<file path="src/rtl/poll_pkg.sv">
// Shared constants for the three-channel request collector in front of the polling arbiter.
package poll_pkg;

    localparam int NUM_CH    = 3;
    localparam int CH_A      = 0;
    localparam int CH_B      = 1;
    localparam int CH_C      = 2;
    localparam int CNT_W_DEF = 4;

endpackage

</file>
<file path="src/rtl/poll_req_counter.sv">
// One channel: saturating pending-request counter with sticky overflow and spurious-service flags.
module poll_req_counter #(
    parameter int CNT_W = 4
) (
    input  logic             clk,
    input  logic             rst,
    input  logic             req,
    input  logic             trg,
    input  logic             clr,
    output logic [CNT_W-1:0] cnt,
    output logic             pending,
    output logic             ovf,
    output logic             spur
);

    localparam logic [CNT_W-1:0] MAX  = '1;
    localparam logic [CNT_W-1:0] ZERO = '0;
    localparam logic [CNT_W-1:0] ONE  = {{(CNT_W-1){1'b0}}, 1'b1};

    logic [CNT_W-1:0] cnt_next;
    logic             ovf_set;
    logic             spur_set;

    always_comb begin
        cnt_next = cnt;
        ovf_set  = 1'b0;
        spur_set = 1'b0;
        case ({req, trg})
            2'b10: begin
                if (cnt == MAX) ovf_set  = 1'b1;
                else            cnt_next = cnt + ONE;
            end
            2'b01: begin
                if (cnt == ZERO) spur_set = 1'b1;
                else             cnt_next = cnt - ONE;
            end
            // A service pulse against an empty counter cannot retire the request arriving with it.
            2'b11: begin
                if (cnt == ZERO) begin
                    cnt_next = ONE;
                    spur_set = 1'b1;
                end
            end
            default: cnt_next = cnt;
        endcase
    end

    always_ff @(posedge clk) begin
        if (rst) begin
            cnt  <= ZERO;
            ovf  <= 1'b0;
            spur <= 1'b0;
        end else begin
            cnt  <= cnt_next;
            ovf  <= ovf_set  | (ovf  & ~clr);
            spur <= spur_set | (spur & ~clr);
        end
    end

    // Level request depends on the register only, never on req/trg.
    assign pending = (cnt != ZERO);

endmodule

</file>
<file path="src/rtl/poll_req_collector.sv">
// Holds request pulses for channels a/b/c and presents level requests to the polling arbiter.
module poll_req_collector
    import poll_pkg::*;
#(
    parameter int CNT_W = CNT_W_DEF
) (
    input  logic              clk,
    input  logic              rst,
    input  logic              req_a,
    input  logic              req_b,
    input  logic              req_c,
    input  logic              trg_a,
    input  logic              trg_b,
    input  logic              trg_c,
    input  logic              clr_flags,
    output logic              a,
    output logic              b,
    output logic              c,
    output logic [CNT_W-1:0]  pend_a,
    output logic [CNT_W-1:0]  pend_b,
    output logic [CNT_W-1:0]  pend_c,
    output logic [NUM_CH-1:0] ovf,
    output logic [NUM_CH-1:0] spur
);

    poll_req_counter #(.CNT_W(CNT_W)) u_ch_a (
        .clk     (clk),
        .rst     (rst),
        .req     (req_a),
        .trg     (trg_a),
        .clr     (clr_flags),
        .cnt     (pend_a),
        .pending (a),
        .ovf     (ovf[CH_A]),
        .spur    (spur[CH_A])
    );

    poll_req_counter #(.CNT_W(CNT_W)) u_ch_b (
        .clk     (clk),
        .rst     (rst),
        .req     (req_b),
        .trg     (trg_b),
        .clr     (clr_flags),
        .cnt     (pend_b),
        .pending (b),
        .ovf     (ovf[CH_B]),
        .spur    (spur[CH_B])
    );

    poll_req_counter #(.CNT_W(CNT_W)) u_ch_c (
        .clk     (clk),
        .rst     (rst),
        .req     (req_c),
        .trg     (trg_c),
        .clr     (clr_flags),
        .cnt     (pend_c),
        .pending (c),
        .ovf     (ovf[CH_C]),
        .spur    (spur[CH_C])
    );

endmodule
</file>
<file path="config.mk">
export PLATFORM = sky130hd
export DESIGN_NAME = poll_req_collector
export DESIGN_NICKNAME = d
export VERILOG_FILES = /design/src/rtl/poll_pkg.sv /design/src/rtl/poll_req_counter.sv /design/src/rtl/poll_req_collector.sv
export SDC_FILE = /design/constraint.sdc
export NUM_CORES = 1
export LEC_CHECK = 0
export CAP_MARGIN = 20
export CELL_PAD_IN_SITES_DETAIL_PLACEMENT = 1
export CELL_PAD_IN_SITES_GLOBAL_PLACEMENT = 1
export CORE_AREA = 2 2 61 63
export DETAILED_ROUTE_END_ITERATION = 10
export DIE_AREA = 0 0 63 65
export PLACE_DENSITY_LB_ADDON = 0.3
export SYNTH_ARGS = -nofsm -noshare
export SYNTH_HDL_FRONTEND = slang
export SYNTH_SLANG_ARGS = --single-unit
</file>
<file path="constraint.sdc">
create_clock -name clk -period 2.25 [get_ports clk]
set_input_delay 0.45 -clock clk [delete_from_list [all_inputs] [get_ports clk]]
set_output_delay 0.45 -clock clk [all_outputs]
set_load 0.02 [all_outputs]
</file>
==> out/metrics.cfg <==
[status]
status=finished clean

[die]
num_rows=22
io_pins=30
fp.coreArea_um2=3500
start_util_pct=33.2
die_area_um2=4100
die_w_um=63
dieHeight_um=65

[job]
cap_violations=0

[sta]
setup_viol=0
setup_ws_ns=0.0999
skew_ns=0.0122
rsz0062_at_grt=no
relSlewSlack_pct=69.5
finalHoldViolations=0
period_share_pct=95.6
period_needed_ns=2.15
tightest_slew_ns=0.458
max_freq_mhz=465
final_max_slew_viol_count=0

[clock_network]
cts_max_level=1
clock_latency_ns=0.29
holdBufCountCts=0
numCtsBuffers=3
clkSinkCount=18
clkTransAtPathRegs_ns=0.10
cts_tree=done
cts_root_buffer=clkbuf_4
cts_buffer_depth=2

[logic_synthesis]
synth_cell_types=46
synth_top_family_by_area=simple AND/OR/NAND/NOR gates
ys_ff_latch=18
synth_compound_area_share_pct=22.9
synthSimpleGateAreaFrac_pct=27.1
synth_mux_area_share_pct=4.52
synth-edff-count=0
syn-instance-count=139
synth_nets=151
synth-xor-area-share_pct=3.01
syn_area_per_cell_um2=8.36
seq_area_frac_synth_pct=31.0
async_flop_share_pct=0
ys.warnings.count=0
synthFlopType=dfxtp_1
synthAdderAreaFrac_pct=3.23
netlist_area_um2=1160

[final_layout]
fillerInstances=438
fin_util_pct=44.8
fin_cells=219
drive_above_1_share_pct=16.4
diodes=0
mostFrequentLayoutCells=clkdlybuf4s50_1 (27), dfxtp_1 (18), nor2_1 (15)
layout_commonest_cell=clkdlybuf4s50_1
nets=185
area_growth_pct=34.8

[route]
routed_wl_um=3120
remaining_drc_errors=0
via_count=1163
drt_pass1_iterations=4
ant_nets=0
drt_iter0_markers=51
viasPerCell=5.31
avgRoutedWirePerCell_um=14.3

[global_route]
grt_max_degree=12
antenna_found_initial=0
grt_use_total_pct=16.5
grt_first_pass_wirelength_um=5390
grt-ovfl-total=0
grt_pass1_vias=1215

[place]
gp_congestion=0.803
pre_cts_ws_ns=-0.0974
port-buffer-count=29
dp_cells=216
hpwl_um=2430

[worst_setup_path]
endpoint_kind=output pin
cp.arrival_ns=1.70
crit_fanout=3
worstPathRequired_ns=1.80
critical_path_class=flip-flop to output pin
start_kind=flip-flop

[power_and_ir_drop]
peakVddDrop_v=0.000425
p_per_area_nw_per_um2=630
leakagePower_nw=0.635

[worst_hold_path]
holdCritPathClass=flip-flop to flip-flop

[where the power goes]
group          internal, W  switching [W]
clock network    0.0000621      0.0000930
registers         0.000349      0.0000346
logic             0.000216       0.000232
[stage by stage]
| stage | instance area (µm²) | setup TNS (ns) | total power, W | hold slack [ns] |
|---|---|---|---|---|
| 2_1_floorplan | 1160 | 0 | 0.000659 | 0.437 |
| 3_3_place_gp | 1530 | 0 | 0.000823 | 0.453 |
| 3_5_place_dp | 1530 | -0.0974 | 0.000838 | 0.459 |
| 4_1_cts | 1560 | 0 | 0.000994 | 0.474 |
| 5_1_grt | 1570 | 0 | 0.00106 | 0.511 |
| 6_report | 1570 | 0 | 0.000987 | 0.467 |
[metal layers]
| layer | GRT usage, % | wire length (µm) | vias up |
|---|---|---|---|
| met5 | 0 | 0 | - |
| met4 | 5.28 | 34 | 0 |
| met3 | 4.34 | 106 | 4 |
| met2 | 31.1 | 1610 | 22 |
| met1 | 17.7 | 1370 | 570 |
| li1 | - | - | 567 |
[critical path, stage by stage (launching register included)]
cell	delay, ns
dfxtp_1	0.34
or4_4	0.53
clkdlybuf4s50_1	0.55
[repair_timing]
item,CTS,global route
endpoints found under the setup margin,1,1
cloned,0,0
setup buffers,0,0
resized for setup,1,2
endpoints found under the hold margin,0,0
pin swaps,0,0
[layout make-up]
| class | instances | area, µm² | area share [%] |
|---|---|---|---|
| well taps | 48 | 60.1 | 3.83 |
| flip-flops and latches | 18 | 360 | 23.0 |
| multi-input cells | 103 | 716 | 45.7 |
| repair buffers | 42 | 389 | 24.8 |
| inverters | 5 | 18.8 | 1.20 |
| clock buffers | 3 | 22.5 | 1.44 |
[cells by family (layout without fill, tap and decap cells)]
logic type,Yosys count,after routing
adder cells (fa/ha/maj),3,3
buffers and inverters,18,50
flip-flops,18,18
AND/OR/NAND/NOR,53,53
multiplexers,5,5
AO/OA/AOI/OAI,38,38
XOR/XNOR,4,4
[synth_stat cells, types with 2 or more instances]
library cell | n | area share (%)
a21oi_1 | 9 | 3.9
a22oi_1 | 2 | 1.3
a32oi_1 | 2 | 1.5
and2_1 | 2 | 1.1
and4b_1 | 2 | 1.7
buf_4 | 7 | 4.5
clkbuf_1 | 5 | 1.6
dfxtp_1 | 18 | 31
ha_1 | 3 | 3.2
inv_1 | 4 | 1.3
mux2_2 | 2 | 1.9
mux2i_1 | 3 | 2.6
nand2_1 | 9 | 2.9
nand2b_1 | 5 | 2.7
nand3_1 | 4 | 1.7
nand4_1 | 3 | 1.6
nor2_1 | 15 | 4.8
nor3b_2 | 2 | 2.2
o211ai_1 | 3 | 1.9
o21ai_0 | 8 | 3.4
o31ai_1 | 4 | 2.6
xnor2_1 | 3 | 2.3
[flip-flops by register name, indices dropped and copies added (netlist names)]
register and cells:
u_ch_b.spur 1, u_ch_b.ovf 1, u_ch_c.cnt 4, u_ch_c.spur 1, u_ch_a.ovf 1, u_ch_a.cnt 4, u_ch_c.ovf 1, u_ch_b.cnt 4
u_ch_a.spur 1
[final timing paths]
path / cells past startpoint / startpoint / end / slack (ns)
worst min-delay path: 2 / u_ch_a.ovf / u_ch_a.ovf / 0.47
worst max register to register: 6 / u_ch_a.cnt[1] / u_ch_a.cnt[2] / 0.61
worst max-delay path: 2 / u_ch_b.cnt[0] / b / 0.1
worst min register to register: 2 / u_ch_a.ovf / u_ch_a.ovf / 0.47
(Power assumes the default switching activity.)
